`src/rtl/bram_port_arbiter.sv`:
```
// Round-robin owner of the single BRAM port shared by NUM_REQ requesters, with bounded
// bursts and a tag pipeline routing read data back to its issuer. Optional counters: BRAM_ARB_STATS_EN.
module bram_port_arbiter #(
  parameter int NUM_REQ   = 4,
  parameter int AW        = 12,
  parameter int RD_LAT    = 2,
  parameter int MAX_BURST = 64
) (
  input  logic                    aclk,
  input  logic                    areset,
  input  logic [NUM_REQ-1:0]      req,
  input  logic [NUM_REQ-1:0]      req_we,
  input  logic [NUM_REQ*AW-1:0]   req_addr,
  input  logic [NUM_REQ*32-1:0]   req_wrdata,
  output logic [NUM_REQ-1:0]      grant,
  output logic [NUM_REQ-1:0]      rvalid,
  output logic [31:0]             rdata,
  output logic [31:0]             BRAM_ADDR,
  output logic [31:0]             BRAM_WRDATA,
  output logic [3:0]              BRAM_WE,
  input  logic [31:0]             BRAM_RDDATA
`ifdef BRAM_ARB_STATS_EN
  ,
  output logic [31:0]             stat_beats,
  output logic [31:0]             stat_wait
`endif
);

  localparam int IDW = (NUM_REQ > 1) ? $clog2(NUM_REQ) : 1;

  typedef enum logic [0:0] {
    S_IDLE = 1'b0,
    S_BUSY = 1'b1
  } state_t;

  state_t               state_r, state_s;
  logic [IDW-1:0]       rr_ptr_r, rr_ptr_s;
  logic [IDW-1:0]       owner_r, owner_s;
  logic [7:0]           beat_cnt_r, beat_cnt_s;
  logic [NUM_REQ-1:0]   grant_r, grant_s;
  logic [NUM_REQ-1:0]   tag_pipe_r [RD_LAT];
  logic [IDW-1:0]       pick_s;
  logic [IDW-1:0]       next_ptr_s;
  logic                 beat_s;
  logic                 last_s;

  function automatic logic [IDW-1:0] rr_pick(input logic [NUM_REQ-1:0] r,
                                             input logic [IDW-1:0]     ptr);
    logic [IDW-1:0] sel;
    logic [IDW-1:0] idx;
    logic           found;
    sel   = '0;
    found = 1'b0;
    for (int k = 0; k < NUM_REQ; k++) begin
      idx = IDW'((int'(ptr) + k) % NUM_REQ);
      if (!found && r[idx]) begin
        sel   = idx;
        found = 1'b1;
      end else begin
        found = found;
      end
    end
    return sel;
  endfunction

  assign pick_s     = rr_pick(req, rr_ptr_r);
  assign next_ptr_s = (owner_r == IDW'(NUM_REQ - 1)) ? '0 : owner_r + IDW'(1);
  assign beat_s     = (state_r == S_BUSY) && req[owner_r] && grant_r[owner_r];
  assign last_s     = (beat_cnt_r == 8'(MAX_BURST - 1));

  // Arbitration state register.
  always_ff @(posedge aclk) begin
    if (areset) begin
      state_r    <= S_IDLE;
      rr_ptr_r   <= '0;
      owner_r    <= '0;
      beat_cnt_r <= 8'd0;
      grant_r    <= '0;
    end else begin
      state_r    <= state_s;
      rr_ptr_r   <= rr_ptr_s;
      owner_r    <= owner_s;
      beat_cnt_r <= beat_cnt_s;
      grant_r    <= grant_s;
    end
  end

  // Next owner, burst count and grant; a release always passes through one idle bubble.
  always_comb begin
    state_s    = state_r;
    rr_ptr_s   = rr_ptr_r;
    owner_s    = owner_r;
    beat_cnt_s = beat_cnt_r;
    grant_s    = grant_r;
    case (state_r)
      S_IDLE: begin
        if (|req) begin
          state_s    = S_BUSY;
          owner_s    = pick_s;
          grant_s    = {{(NUM_REQ-1){1'b0}}, 1'b1} << pick_s;
          beat_cnt_s = 8'd0;
        end else begin
          grant_s    = '0;
        end
      end
      S_BUSY: begin
        if (!req[owner_r] || (beat_s && last_s)) begin
          state_s  = S_IDLE;
          grant_s  = '0;
          rr_ptr_s = next_ptr_s;
        end else if (beat_s) begin
          beat_cnt_s = beat_cnt_r + 8'd1;
        end else begin
          beat_cnt_s = beat_cnt_r;
        end
      end
      default: begin
        state_s = S_IDLE;
        grant_s = '0;
      end
    endcase
  end

  // BRAM port is driven from the owner's slice only in a beat cycle.
  always_comb begin
    BRAM_ADDR   = 32'h0000_0000;
    BRAM_WRDATA = 32'h0000_0000;
    BRAM_WE     = 4'h0;
    if (beat_s) begin
      BRAM_ADDR   = 32'({req_addr[owner_r*AW +: AW], 2'b00});
      BRAM_WRDATA = req_wrdata[owner_r*32 +: 32];
      BRAM_WE     = req_we[owner_r] ? 4'hF : 4'h0;
    end else begin
      BRAM_ADDR   = 32'h0000_0000;
      BRAM_WRDATA = 32'h0000_0000;
      BRAM_WE     = 4'h0;
    end
  end

  // One-hot issuer tags follow each read through the BRAM latency, independent of the current grant.
  always_ff @(posedge aclk) begin
    if (areset) begin
      for (int s = 0; s < RD_LAT; s++) begin
        tag_pipe_r[s] <= '0;
      end
    end else begin
      tag_pipe_r[0] <= (beat_s && !req_we[owner_r]) ? grant_r : '0;
      for (int s = 1; s < RD_LAT; s++) begin
        tag_pipe_r[s] <= tag_pipe_r[s-1];
      end
    end
  end

  assign grant  = grant_r;
  assign rvalid = tag_pipe_r[RD_LAT-1];
  assign rdata  = BRAM_RDDATA;

`ifdef BRAM_ARB_STATS_EN
  logic [31:0] stat_beats_r;
  logic [31:0] stat_wait_r;
  logic        wait_s;

  assign wait_s = |(req & ~((state_r == S_BUSY) ? grant_r : {NUM_REQ{1'b0}}));

  // Saturating beat and contention counters.
  always_ff @(posedge aclk) begin
    if (areset) begin
      stat_beats_r <= 32'h0000_0000;
      stat_wait_r  <= 32'h0000_0000;
    end else begin
      if (beat_s && (stat_beats_r != 32'hFFFF_FFFF)) begin
        stat_beats_r <= stat_beats_r + 32'd1;
      end
      if (wait_s && (stat_wait_r != 32'hFFFF_FFFF)) begin
        stat_wait_r <= stat_wait_r + 32'd1;
      end
    end
  end

  assign stat_beats = stat_beats_r;
  assign stat_wait  = stat_wait_r;
`endif

endmodule

```
`config.mk`:
```
export PLATFORM = sky130hd
export DESIGN_NAME = bram_port_arbiter
export DESIGN_NICKNAME = d
export VERILOG_FILES = /design/src/rtl/bram_port_arbiter.sv
export SDC_FILE = /design/constraint.sdc
export NUM_CORES = 1
export LEC_CHECK = 0
export CAP_MARGIN = 40
export CORE_AREA = 4 4 125 127
export CTS_BUF_LIST = sky130_fd_sc_hd__clkbuf_2
export CTS_CLUSTER_SIZE = 40
export DETAILED_ROUTE_END_ITERATION = 8
export DIE_AREA = 0 0 129 131
export SETUP_SLACK_MARGIN = 0.02
export SLEW_MARGIN = 20
export SYNTH_ARGS = -nofsm -noshare
export SYNTH_HDL_FRONTEND = slang
export SYNTH_SLANG_ARGS = --single-unit
```
`constraint.sdc`:
```
create_clock -name aclk -period 4.2 [get_ports aclk]
set_clock_uncertainty 0.2 [all_clocks]
set_input_delay 0.63 -clock aclk [delete_from_list [all_inputs] [get_ports aclk]]
set_output_delay 0.63 -clock aclk [all_outputs]
set_load 0.01 [all_outputs]
```
==> results.md <==
* Routed WL at 13,030 um
* Via count at 2,976
* Synth Area per Inst at 10.43 um2
* Antenna Nets Post-Route at 0
* Die area at about 0.017 mm2
* CTS Hold Bufs at 0
* Max stage delay on crit path at a little under 600 ps
* Post-DP Area at 0.005233 mm2
* Clk buf depth at 2
* Slowest CP cell: mux4_2
* Crit. End Element: output port
* Residual DRC at 0
* Hold Vio Cnt, Final at 0
* Final Cycle Share at between 80% and 90%
* Count of final setup violators at 0
* Post-Syn Instances at 288
* Worst-path clk slew at 250 ps
* Setup tns final at 0 ps
* RSZ-0062 raised after global routing: false
* Yosys cell types at 40
* Switching part of the total at approximately 29%
* Tot Pwr at 0.0007775 W
* Crit path kind: input port to output port
* CTS sink count at 25
* Relative slew slack at 55.25%
* Fin crit period at about 3700 ps
* Top cell by count, worst path: clkdlybuf4s50_1
* Clk_lat worst skew at ~360 ps
* Vias per inst at 4.455
* VDD IR max at 81.81 uV
* Comb pwr share at 53.7%
* Post-layout util at 36.50%
* CP required at 3370 ps
* Worst-margin pin slew at 669.1 ps
* Post-Syn Area at 0.003003 mm2
* Placed Cells at 660
* Hold Path Class: register to register
* Area added between synthesis and finish at 75.33%
* Fraction of layout cells with a size suffix above 1 at 13.33%
* Global placer's final weighted congestion at 0.8194
* Finished Layout Cells at 668
* TritonCTS buffer count at 3
* First-pass GRT wire length at approximately 18,000 um
* Post-synthesis register bit count at 25
* Largest net degree at the start of global routing at 27
* Maxcap violations at 0
* Core box area at between 0.01 and 0.015 mm2
* Design area at 0.005265 mm2
* I/O pin cnt at between 300 and 400
* Die Width at 129 um
* Fmax at 0.2730 GHz
* Port bufs at approximately 240
* Post-cts resize count at 0
* Critical Path AT at 2830 ps
* Clock network fraction of design power at 12.6%
* TritonCTS clock tree: built
* # nets final at 701
* Post-CTS setup repair buffer count at 0
* Status: completed
* Initial Util at 20.82%
* Row cnt at 44
* DRT iter0 DRCs at 80
* HPWL after DPL at around 11,000 um
* Internal Power at 0.0005548 W
* Die Span Y at 131 um
* Switching power at 0.0002227 W
* Worst Path Max Fanout at 26
* Filler instances at 1,434
* H-tree levels at 1
* Lkg Pwr at 1.820 nW
* Startpoint Class: input port
* Pwr Density at about 150 mW/mm2
* Seq pwr share at about 34%
* Global route overflow at 0
* Global-route usage over all layers at 13.67%
* Synth warnings at 0
* Initial antenna violation count at 6
* Wire length per cell at between 15 and 20 um
* Pre-antenna DRT Iters at 4
* Clock root cell: clkbuf_2
* Seq/Total Area, Yosys at 16.67%
* Vias in the first global route at 3,152
* Max-slew violations at 0
* Crit-path cells: clkdlybuf4s50_1 -> mux4_2 -> nand3_2 -> buf_4 -> and2b_1 -> clkdlybuf4s50_1
[sequential cells by signal (all words and copies together), names as in the netlist]
register / cells
beat_cnt_r: 8
grant: 4
owner_r: 2
rr_ptr_r: 2
state_r: 1
tag_pipe_r: 8
[critical path: cells and delay by family]
kind	cells	cell delay, ps
mux	1	580
simple gates	2	340
buf+inv	3	1260
[kinds of logic after synthesis]
| family | after synthesis | synth area share, % |
|---|---|---|
| flops | 25 | 16.67 |
| buf+inv | 82 | 18.29 |
| compound gates | 25 | 7.292 |
| other cells | 1 | 0.1249 |
| fa+ha+maj | 2 | 0.8332 |
| mux | 51 | 36.58 |
| xor+xnor | 5 | 1.458 |
| simple gates | 97 | 18.75 |
[cells in the mapped netlist (all sizes together)]
cell type  instances  area share, %
and3               2           0.42
conb               1           0.12
o22ai              1           0.21
o22a               1           0.29
or3                1           0.21
nor2              19            2.4
and2b             18            4.5
dfxtp             25             17
nor4               2           0.42
buf               68             17
mux4              47             35
clkbuf            10            1.3
nor4bb             1           0.33
or2                1           0.21
nor3               2           0.33
a31o               1           0.29
nor2b             32            6.7
ha                 2           0.83
o31ai              2           0.50
mux2i              4            1.3
o21a               1           0.25
nand2              8            1.0
a22oi              2           0.50
xnor2              5            1.5
o41ai              1           0.92
and2               5            1.0
nand2b             2           0.42
nand3              4           0.83
a2bb2oi            2           0.58
a21oi              6            1.1
inv                4           0.50
a2111oi            1           0.33
a211oi             5            1.4
a21boi             2           0.88
[power groups by stage]
stage           clock, W  combinational (W)  sequential [W]
2_1_floorplan          0           0.000243        0.000257
3_3_place_gp           0           0.000418        0.000267
3_5_place_dp           0           0.000422        0.000267
4_1_cts         0.000104           0.000423        0.000263
5_1_grt         0.000113           0.000447        0.000264
6_report       0.0000982           0.000418        0.000262
[final cells by class]
class	count	area [um2]	share of cell area (%)
repair buffers	247	2457	46.67
clock buffers	3	15.01	0.2852
multi-input cells	200	2024	38.45
inverters	4	15.01	0.2852
diodes	4	10.01	0.1901
flip-flops and latches	25	505.5	9.601
well taps	184	230.2	4.373
clock inverters	1	7.507	0.1426
[path summary, 6_finish.rpt]
path,startpoint,end,slack [ps],depth (start not counted)
max,req[3],BRAM_WRDATA[25],540,6
min,tag_pipe_r[0][2],tag_pipe_r[0][6],260,1
max reg2reg,owner_r[0],tag_pipe_r[0][0],1850,4
min reg2reg,tag_pipe_r[0][2],tag_pipe_r[0][6],260,1
[layer usage]
metal | global-route usage (%) | up-vias | wire length (um)
li1 | - | 1361 | -
met1 | 14.73 | 1410 | 4508
met2 | 24.76 | 173 | 6947
met3 | 5.244 | 26 | 1269
met4 | 4.262 | 6 | 284
met5 | 0 | - | 22
[cell usage in the layout (no fill, tap or decap), types with 2 or more instances in the layout]
master / n
a211oi_1: 4
a21oi_1: 5
a22oi_1: 2
a2bb2oi_1: 2
and2_1: 5
and2b_1: 18
and3_1: 2
buf_4: 6
clkbuf_2: 3
clkdlybuf4s50_1: 241
conb_1: 20
dfxtp_1: 23
diode_2: 4
ha_1: 2
inv_1: 4
mux2i_1: 4
mux4_2: 47
nand2_1: 8
nand2b_1: 2
nand3_1: 3
nor2_1: 19
nor2b_1: 32
nor3_1: 2
nor4_1: 2
o31ai_1: 2
xnor2_1: 5
[per-stage QoR]
stage               hold slack [ps]  setup WS (ps)
floorplan                     213.8           1576
global placement              225.0          582.4
detailed placement            223.1          529.5
CTS                           264.6          525.9
global route                  273.2          446.0
finish                        264.4          536.4
Power figures use the tool's default switching activity.
